### src/rtl/axi_req_spill_cut.sv
// Two-entry skid buffer (register cut) on Ariane AXI request/response structs.
// Every channel (AW, W, B, AR, R) gets an independent two-slot buffer that
// registers valid, ready and payload, giving one beat per cycle per channel
// with one cycle of forward latency. Clearing a CutMask bit turns that
// channel into plain wires.

package ariane_axi;

  localparam int unsigned IdWidth   = 4;
  localparam int unsigned AddrWidth = 64;
  localparam int unsigned DataWidth = 64;
  localparam int unsigned StrbWidth = DataWidth / 8;

  typedef struct packed {
    logic [IdWidth-1:0]   id;
    logic [AddrWidth-1:0] addr;
    logic [7:0]           len;
    logic [2:0]           size;
    logic [1:0]           burst;
    logic                 lock;
    logic [3:0]           cache;
    logic [2:0]           prot;
    logic [3:0]           qos;
  } aw_chan_t;

  typedef aw_chan_t ar_chan_t;

  typedef struct packed {
    logic [DataWidth-1:0] data;
    logic [StrbWidth-1:0] strb;
    logic                 last;
  } w_chan_t;

  typedef struct packed {
    logic [IdWidth-1:0] id;
    logic [1:0]         resp;
  } b_chan_t;

  typedef struct packed {
    logic [IdWidth-1:0]   id;
    logic [DataWidth-1:0] data;
    logic [1:0]           resp;
    logic                 last;
  } r_chan_t;

  typedef struct packed {
    aw_chan_t aw;
    logic     aw_valid;
    w_chan_t  w;
    logic     w_valid;
    logic     b_ready;
    ar_chan_t ar;
    logic     ar_valid;
    logic     r_ready;
  } req_t;

  typedef struct packed {
    logic    aw_ready;
    logic    ar_ready;
    logic    w_ready;
    logic    b_valid;
    b_chan_t b;
    logic    r_valid;
    r_chan_t r;
  } resp_t;

endpackage

// One valid/ready channel: either a two-slot registered cut or straight wires.
module axi_req_spill_cut_chan #(
  parameter int unsigned Width = 1,
  parameter bit          Cut   = 1'b1
) (
  input  logic             clk_i,
  input  logic             rst_ni,
  input  logic             in_valid,
  output logic             in_ready,
  input  logic [Width-1:0] in_data,
  output logic             out_valid,
  input  logic             out_ready,
  output logic [Width-1:0] out_data
);

  if (Cut) begin : g_cut
    // Encoding chosen so bit 0 is the A-slot full flag and bit 1 the S-slot
    // full flag; both handshake outputs then come straight from flops.
    typedef enum logic [1:0] {
      EMPTY = 2'b00,
      HALF  = 2'b01,
      FULL  = 2'b11
    } state_e;

    state_e           state;
    logic [Width-1:0] a_data;
    logic [Width-1:0] s_data;
    logic             in_hs;
    logic             out_hs;

    assign in_ready  = ~state[1];
    assign out_valid = state[0];
    assign out_data  = a_data;
    assign in_hs     = in_valid & in_ready;
    assign out_hs    = out_valid & out_ready;

    // Slot occupancy and payload movement between input, spill and output slots.
    always_ff @(posedge clk_i or negedge rst_ni) begin
      // NOTE: non-blocking assignments so every register samples pre-edge values and
      // a beat moving S->A in the same edge as A drains cannot race.
      if (!rst_ni) begin
        state  <= EMPTY;
        // NOTE: only the full flags matter functionally; payload is also cleared so the
        // outputs never carry X after reset.
        a_data <= '0;
        s_data <= '0;
      end else begin
        case (state)
          EMPTY: begin
            if (in_hs) begin
              a_data <= in_data;
              state  <= HALF;
            end
          end
          HALF: begin
            if (out_hs) begin
              // Drain and refill in the same edge keeps the stream bubble-free.
              if (in_hs) a_data <= in_data;
              else       state  <= EMPTY;
            end else if (in_hs) begin
              s_data <= in_data;
              state  <= FULL;
            end
          end
          FULL: begin
            if (out_hs) begin
              a_data <= s_data;
              state  <= HALF;
            end
          end
          default: state <= EMPTY;
        endcase
      end
    end
  end else begin : g_bypass
    assign out_valid = in_valid;
    assign out_data  = in_data;
    assign in_ready  = out_ready;
  end

endmodule

module axi_req_spill_cut #(
  parameter type        req_t   = ariane_axi::req_t,
  parameter type        resp_t  = ariane_axi::resp_t,
  // {AW, W, B, AR, R}; a 0 bit makes that channel combinational.
  parameter logic [4:0] CutMask = 5'b11111
) (
  input  logic  clk_i,
  input  logic  rst_ni,
  input  req_t  slv_req_i,
  output resp_t slv_resp_o,
  output req_t  mst_req_o,
  input  resp_t mst_resp_i
);

  localparam int unsigned AwWidth = $bits(slv_req_i.aw);
  localparam int unsigned WWidth  = $bits(slv_req_i.w);
  localparam int unsigned BWidth  = $bits(mst_resp_i.b);
  localparam int unsigned ArWidth = $bits(slv_req_i.ar);
  localparam int unsigned RWidth  = $bits(mst_resp_i.r);

  logic               aw_in_ready, aw_out_valid;
  logic [AwWidth-1:0] aw_out_data;
  logic               w_in_ready, w_out_valid;
  logic [WWidth-1:0]  w_out_data;
  logic               b_in_ready, b_out_valid;
  logic [BWidth-1:0]  b_out_data;
  logic               ar_in_ready, ar_out_valid;
  logic [ArWidth-1:0] ar_out_data;
  logic               r_in_ready, r_out_valid;
  logic [RWidth-1:0]  r_out_data;

  axi_req_spill_cut_chan #(.Width(AwWidth), .Cut(CutMask[4])) i_aw (
    .clk_i     (clk_i),
    .rst_ni    (rst_ni),
    .in_valid  (slv_req_i.aw_valid),
    .in_ready  (aw_in_ready),
    .in_data   (slv_req_i.aw),
    .out_valid (aw_out_valid),
    .out_ready (mst_resp_i.aw_ready),
    .out_data  (aw_out_data)
  );

  axi_req_spill_cut_chan #(.Width(WWidth), .Cut(CutMask[3])) i_w (
    .clk_i     (clk_i),
    .rst_ni    (rst_ni),
    .in_valid  (slv_req_i.w_valid),
    .in_ready  (w_in_ready),
    .in_data   (slv_req_i.w),
    .out_valid (w_out_valid),
    .out_ready (mst_resp_i.w_ready),
    .out_data  (w_out_data)
  );

  axi_req_spill_cut_chan #(.Width(BWidth), .Cut(CutMask[2])) i_b (
    .clk_i     (clk_i),
    .rst_ni    (rst_ni),
    .in_valid  (mst_resp_i.b_valid),
    .in_ready  (b_in_ready),
    .in_data   (mst_resp_i.b),
    .out_valid (b_out_valid),
    .out_ready (slv_req_i.b_ready),
    .out_data  (b_out_data)
  );

  axi_req_spill_cut_chan #(.Width(ArWidth), .Cut(CutMask[1])) i_ar (
    .clk_i     (clk_i),
    .rst_ni    (rst_ni),
    .in_valid  (slv_req_i.ar_valid),
    .in_ready  (ar_in_ready),
    .in_data   (slv_req_i.ar),
    .out_valid (ar_out_valid),
    .out_ready (mst_resp_i.ar_ready),
    .out_data  (ar_out_data)
  );

  axi_req_spill_cut_chan #(.Width(RWidth), .Cut(CutMask[0])) i_r (
    .clk_i     (clk_i),
    .rst_ni    (rst_ni),
    .in_valid  (mst_resp_i.r_valid),
    .in_ready  (r_in_ready),
    .in_data   (mst_resp_i.r),
    .out_valid (r_out_valid),
    .out_ready (slv_req_i.r_ready),
    .out_data  (r_out_data)
  );

  // Reassemble the request/response structs from the per-channel buffers.
  always_comb begin
    // NOTE: the whole struct gets a default first so no field can infer a latch.
    mst_req_o          = '0;
    mst_req_o.aw       = aw_out_data;
    mst_req_o.aw_valid = aw_out_valid;
    mst_req_o.w        = w_out_data;
    mst_req_o.w_valid  = w_out_valid;
    mst_req_o.b_ready  = b_in_ready;
    mst_req_o.ar       = ar_out_data;
    mst_req_o.ar_valid = ar_out_valid;
    mst_req_o.r_ready  = r_in_ready;

    slv_resp_o          = '0;
    slv_resp_o.aw_ready = aw_in_ready;
    slv_resp_o.w_ready  = w_in_ready;
    slv_resp_o.b        = b_out_data;
    slv_resp_o.b_valid  = b_out_valid;
    slv_resp_o.ar_ready = ar_in_ready;
    slv_resp_o.r        = r_out_data;
    slv_resp_o.r_valid  = r_out_valid;
  end

endmodule

### config.mk
export PLATFORM = sky130hd
export DESIGN_NAME = axi_req_spill_cut
export DESIGN_NICKNAME = d
export VERILOG_FILES = /design/src/rtl/axi_req_spill_cut.sv
export SDC_FILE = /design/constraint.sdc
export NUM_CORES = 1
export LEC_CHECK = 0
export ABC_AREA = 1
export CAP_MARGIN = 20
export CORE_AREA = 2 2 272 274
export CTS_BUF_LIST = sky130_fd_sc_hd__clkbuf_8
export DETAILED_ROUTE_END_ITERATION = 8
export DIE_AREA = 0 0 274 276
export GPL_TIMING_DRIVEN = 0
export HOLD_SLACK_MARGIN = 0.08
export MAX_ROUTING_LAYER = met4
export PLACE_DENSITY = 0.78
export SLEW_MARGIN = 25
export SYNTH_ARGS = -nofsm -noshare
export SYNTH_HDL_FRONTEND = slang
export SYNTH_SLANG_ARGS = --single-unit
### constraint.sdc
create_clock -name clk_i -period 1.8 [get_ports clk_i]
set_clock_uncertainty 0.1 [all_clocks]
set_input_delay 0.36 -clock clk_i [delete_from_list [all_inputs] [get_ports clk_i]]
set_output_delay 0.36 -clock clk_i [all_outputs]
set_load 0.02 [all_outputs]
# Yosys cells after proc, flatten, opt, wreduce, memory -nomap -nowiden
# Cells that the tools add are included.
[classes]
n_eq_ne = 35
muxes = 50
bitwise = 20
n_reduce_logical = 25
[ops]
columns = ["operator", "count"]
rows = [
  ["$mux 93", 6],
  ["$pmux 93 s3", 2],
  ["$mux 73", 3],
  ["$pmux 73 s3", 1],
  ["$mux 71", 3],
  ["$pmux 71 s3", 1],
  ["$mux 2", 25],
  ["$ne 2x1->1 const B", 15],
  ["$pmux 2 s3", 5],
  ["$reduce_and 3->1", 10],
  ["$reduce_and 4->1", 5],
  ["$mux 6", 3],
  ["$pmux 6 s3", 1],
  ["$ne 3x1->1 const B", 5],
  ["$ne 3x3->1 const B", 5],
  ["$reduce_bool 3->1", 5],
  ["$and 1x1->1", 10],
  ["$eq 2x1->1 const B", 5],
  ["$eq 2x2->1 const B", 5],
  ["$logic_not 2->1", 5],
  ["$not 1->1", 10],
]
[word_totals]
ff_bits = 682
input_bits = 348
output_inout_bits = 346
elab_cells = 145

# Logic depth before layout (Yosys ltp)
[depth]
depth_word = 5
mapped_depth = 9
ltp_nobuf = 8

# Modules after synthesis
# From an unflattened synthesis, not the netlist that was laid out.
[unflattened]
hier_cells = 3782
hier_area_um2 = 30504.3
[by_module_without_submodules]
columns = ["mod", "instances", "cells_each", "area_each_um2", "seq_area_each_um2"]
rows = [
  ["axi_req_spill_cut_chan at i_ar ...", 2, 1030, 8266.7, 4704.5],
  ["axi_req_spill_cut_chan at i_w", 1, 817, 6720.2, 3703.6],
  ["axi_req_spill_cut_chan at i_r", 1, 795, 6411.1, 3603.5],
  ["axi_req_spill_cut_chan at i_b", 1, 100, 764.5, 350.3],
  ["axi_req_spill_cut", 1, 10, 75.1, 0.0],
]

# Least setup slack after synthesis
# Ideal clock, no wire load.
[synth_path]
path_type = "register to register"
startpoint = "register i_ar.g_cut.state[0]"
endpoint = "register i_ar.g_cut.a_data[42] (netlist: i_ar.out_data[42])"
setup_time_ps = 123
arrival_time_ps = 1575
required_time_ps = 1577
path_slack_ps = 2
stages_incl_launch_ff = 10
n_path_buf = 4
synth_period_minus_slack_ps = 1798
path_cell_list = "dfrtp_1 ha_1 buf_6 buf_6 o21ai_2 nand3b_2 buf_6 buf_6 nand2_1 o21ai_2"
[synth_via]
elab_chain_len = 3
word_cells_on_any_way = 9
cone_classes = "eq/ne: 4; mux: 1; bitwise: 1; reduce/logical: 3"
[synth_rtl]
columns = ["item", "line_no", "text"]
rows = [
  ["start: declaration", "93", "state_e state;"],
  ["start signal: assignment", "110", "state <= EMPTY;"],
  ["start signal: assignment", "120", "state <= HALF;"],
  ["start signal: assignment", "127", "else state <= EMPTY;"],
  ["$eq 2x2->1, or another cell as far along", "116", "case (state)"],
  ["$ne 2x1->1 (no line) or $reduce_bool 3->1 (tied branches)", "-", ""],
  ["$reduce_and 3->1 (no line)", "-", ""],
  ["end signal: assignment", "119", "a_data <= in_data;"],
  ["end signal: assignment", "126", "if (in_hs) a_data <= in_data;"],
  ["end signal: assignment", "135", "a_data <= s_data;"],
  ["end: declaration", "94", "logic [Width-1:0] a_data;"],
]
# Several ways; a longest one is shown, not always the timed one.
# A chain may end at the register's enable or synchronous reset.

# Final worst setup path
[layout_path]
startpoint = "register i_ar.g_cut.state[1]"
endpoint = "register i_ar.g_cut.a_data[41] (netlist: i_ar.out_data[41])"
[layout_via]
elab_chain_len = 5
word_cells_on_any_way = 12
cone_classes = "eq/ne: 4; mux: 3; bitwise: 2; reduce/logical: 3"
[layout_rtl]
columns = ["item", "line_no", "text"]
rows = [
  ["$not 1->1", "99", "assign in_ready = ~state[1];"],
  ["$and 1x1->1", "102", "assign in_hs = in_valid & in_ready;"],
  ["$mux 93 (2 in series)", "-", ""],
  ["$pmux 93 s3", "116", ""],
]
# Several ways; a longest one is shown, not always the timed one. The select of a mux whose other input is x is not followed.

==> impl_metrics.py <==
metrics = {
    "status": {
        "outcome": "finished with violations",
        "violations": "negative hold slack, negative setup slack",
    },
    "clock_network": {
        "cts_made_buffers": 113,
        "clkSinkCount": 682,
        "path_clk_slew_ps": 60,
        "cts_tree": "done",
        "cts_root_buf": "clkbuf_8",
        "clock_tree.buffer_depth": 3,
        "htreeDepth": 3,
        "clock_latency_ps": 740,
    },
    "global_routing": {
        "grt_pass1_vias": 29600,
        "antenna_found_initial": 25,
        "grt_use_total_pct": 27.2,
        "grt_max_degree": 97,
        "gr-total-overflow": 0,
        "grt_pass1_wl_mm": 160,
    },
    "finish": {
        "area_delta_synth_final_pct": 57.3,
        "drive_gt1_share_pct": 31.5,
        "final_core_util_pct": 65.5,
        "fillers": 5078,
        "final_nets": 5113,
    },
    "setup_path": {
        "critPathKind": "flip-flop to flip-flop",
        "critPathLaunchType": "flip-flop",
        "end_kind": "flip-flop",
        "rr_worst_depth": 8,
        "cp.required_ps": 2280,
        "cp.arrival_ps": 2490,
        "path_max_fanout": 6,
    },
    "synthesis": {
        "yosys_most_used_dff": "dfrtp_1",
        "netlist_top_cells_count": "nand2_1 (1077), dfrtp_1 (682), o21ai_0 (647), inv_1 (208), o21ai_1 (163)",
        "synth.distinct_cells": 23,
        "synth_xor_area_share_pct": 0,
        "yosysTopAreaCell": "dfrtp_1",
        "syn_avg_cell_area_um2": 8.58,
        "ys_ff_latch": 682,
        "async_flop_share_pct": 100,
        "synth.cell_area_um2": 30200,
        "yosys_warnings": 0,
        "synth_fp_nets": 3890,
        "yosysSeqAreaShare_pct": 56.5,
        "synth_top_family_by_area": "simple AND/OR/NAND/NOR gates",
        "synth_edf_count": 0,
        "synth_top_area_share_pct": 56.5,
        "syn_inst": 3519,
        "synth_fa_ha_area_share_pct": 0.953,
        "synthSimpleGateAreaFrac_pct": 19.4,
        "synth_compound_area_share_pct": 16.3,
        "synth_top_cells_by_area": "dfrtp_1 (57%), nand2_1 (13%), o21ai_0 (11%), or2_2 (3.0%), o21ai_1 (2.7%)",
        "synth.most_common_cell": "nand2_1",
        "synthMuxAreaShare_pct": 0,
    },
    "power": {
        "power_density_nw_per_um2": 1890,
        "irDropWorstVdd_uv": 1280,
        "leakage_nw": 22.8,
    },
    "placed_design": {
        "dp_hpwl_mm": 69.4,
        "dpl_worst_slack_ps": -649,
        "io_buffers": 693,
        "place_congestion": 0.897,
    },
    "drt": {
        "antenna_left": 0,
        "via_count": 31600,
        "drt_iter0_drc": 2609,
        "drc": 0,
        "post_drt_wl_per_cell_um": 20.4,
        "wl_mm": 119,
        "dr.pass1.iters": 8,
        "vias_per_cell": 5.43,
    },
    "die": {
        "rows": 99,
        "start_util_pct": 41.6,
        "die_area_um2": 75600,
        "fp.dieH_um": 276,
        "ios": 694,
        "die_x_um": 274,
        "core-area_um2": 72600,
    },
    "sta": {
        "finalCritPeriodShare_pct": 112,
        "setup_viol": 461,
        "finalHoldViolations": 90,
        "fmax_mhz": 497,
        "finalMaxSlewViolations": 0,
        "hold_ws_ps": -667,
        "fin_crit_ps": 2010,
        "rsz0062_at_grt": "yes",
        "maxSlewHeadroom_pct": 60.0,
        "tightest_slew_ps": 600,
        "final.setup.worst_slack_ps": -213,
    },
    "job": {
        "maxCapViolations": 0,
    },
    "hold_path": {
        "hp-class": "input port to asynchronous set/reset pin",
    },
}
==> where the power goes <==
group / internal (mW) / switching [mW] / leakage (nW)
registers: 22.9 / 4.99 / 8.34
clock network: 7.80 / 6.77 / 1.38
logic: 20.5 / 26.8 / 13.1
==> placed cells by master, fill, tap and decap left out, drive strengths merged <==
master and instances:
a21oi 81, buf 662, bufinv 2, clkbuf 290, clkdlybuf4s50 346, clkinv 13
clkinvlp 3, dfrtp 682, diode 29, dlygate4sd3 203, ha 23, inv 251
nand2 1082, nand3 89, nand3b 7, nor2 90, o21ai 862, or2 148
==> per-layer routing <==
metal | vias to the layer above | wire length [um] | track usage [%]
met5 | - | 0 | -
met4 | 0 | 8470 | 14.9
met3 | 575 | 10600 | 6.22
met2 | 1892 | 56300 | 42.7
met1 | 15300 | 43400 | 32.3
li1 | 13900 | - | -
==> state kept, by name (all words and copies together), names as in the netlist <==
name,cells
i_r.g_cut.s_data,71
i_aw.g_cut.s_data,93
i_b.g_cut.s_data,6
i_aw.g_cut.state,2
i_w.g_cut.s_data,73
i_w.g_cut.state,2
i_w.out_data,73
i_b.out_data,6
i_b.g_cut.state,2
i_ar.g_cut.state,2
i_ar.out_data,93
i_r.out_data,71
i_r.g_cut.state,2
i_ar.g_cut.s_data,93
i_aw.out_data,93
==> final cells by class <==
| class | count | area [um2] | area share [%] |
|---|---|---|---|
| sequential | 682 | 17100 | 36.0 |
| multi-input combinational | 2382 | 12800 | 26.9 |
| timing repair buffer | 1110 | 11000 | 23.0 |
| buffer | 240 | 2190 | 4.61 |
| clock buffer | 151 | 2080 | 4.37 |
| tap | 959 | 1200 | 2.53 |
| inverter | 213 | 807 | 1.70 |
| clock inverter | 56 | 334 | 0.703 |
| antenna | 29 | 72.6 | 0.153 |
==> kinds of logic after synthesis <==
family,after synthesis
buffers and inverters,458
AND/OR/NAND/NOR,1413
AO/OA/AOI/OAI,943
flip-flops,682
adder cells (fa/ha/maj),23
==> through the flow <==
step / hold slack, ps / power [mW] / instances / setup TNS, ps / cell area (um2)
floorplan: -35.6 / 46.1 / 3519 / 0 / 30200
global placement: 353 / 60.7 / 5171 / - / 38300
detailed placement: 75.3 / 61.6 / 5179 / -300470 / 38600
CTS: -736 / 76.8 / 5655 / -43440 / 43000
global route: -718 / 94.3 / 5818 / -64430 / 47500
finish: -667 / 89.7 / 5822 / -38410 / 47500
==> worst max-delay path, cell delays in order, from the launching register on <==
cell and delay (ps):
dfrtp_2 460, ha_4 210, buf_12 140, o21ai_4 200, nand3b_4 220, buf_12 220, clkbuf_16 160, nand2_2 60
o21ai_1 60
==> path summary, 6_finish.rpt <==
path                                                 start                           endpoint  slack [ps]
max in group asynchronous                           rst_ni  i_ar.g_cut.s_data[31]$_DFFE_PN0P_         300
min                                                 rst_ni       i_w.out_data[59]$_DFFE_PN0P_        -670
min reg2reg                    i_b.out_data[0]$_DFFE_PN0P_        i_b.out_data[0]$_DFFE_PN0P_         370
max reg2reg                i_ar.g_cut.state[1]$_DFFE_PN0P_      i_ar.out_data[41]$_DFFE_PN0P_        -210
min in group clk_i                          slv_req_i[247]  i_aw.g_cut.s_data[76]$_DFFE_PN0P_         140
max                        i_ar.g_cut.state[1]$_DFFE_PN0P_      i_ar.out_data[41]$_DFFE_PN0P_        -210
==> what timing repair did <==
action,4_1_cts,5_1_grt
endpoints found under the setup margin,1003,848
pin swaps,5,21
gates cloned,1,50
buffers inserted,68,89
hold buffers,200,4
gates resized for setup,1873,997
hold endpoints to repair,451,96
No activity file was read; power rests on OpenSTA's default activity.
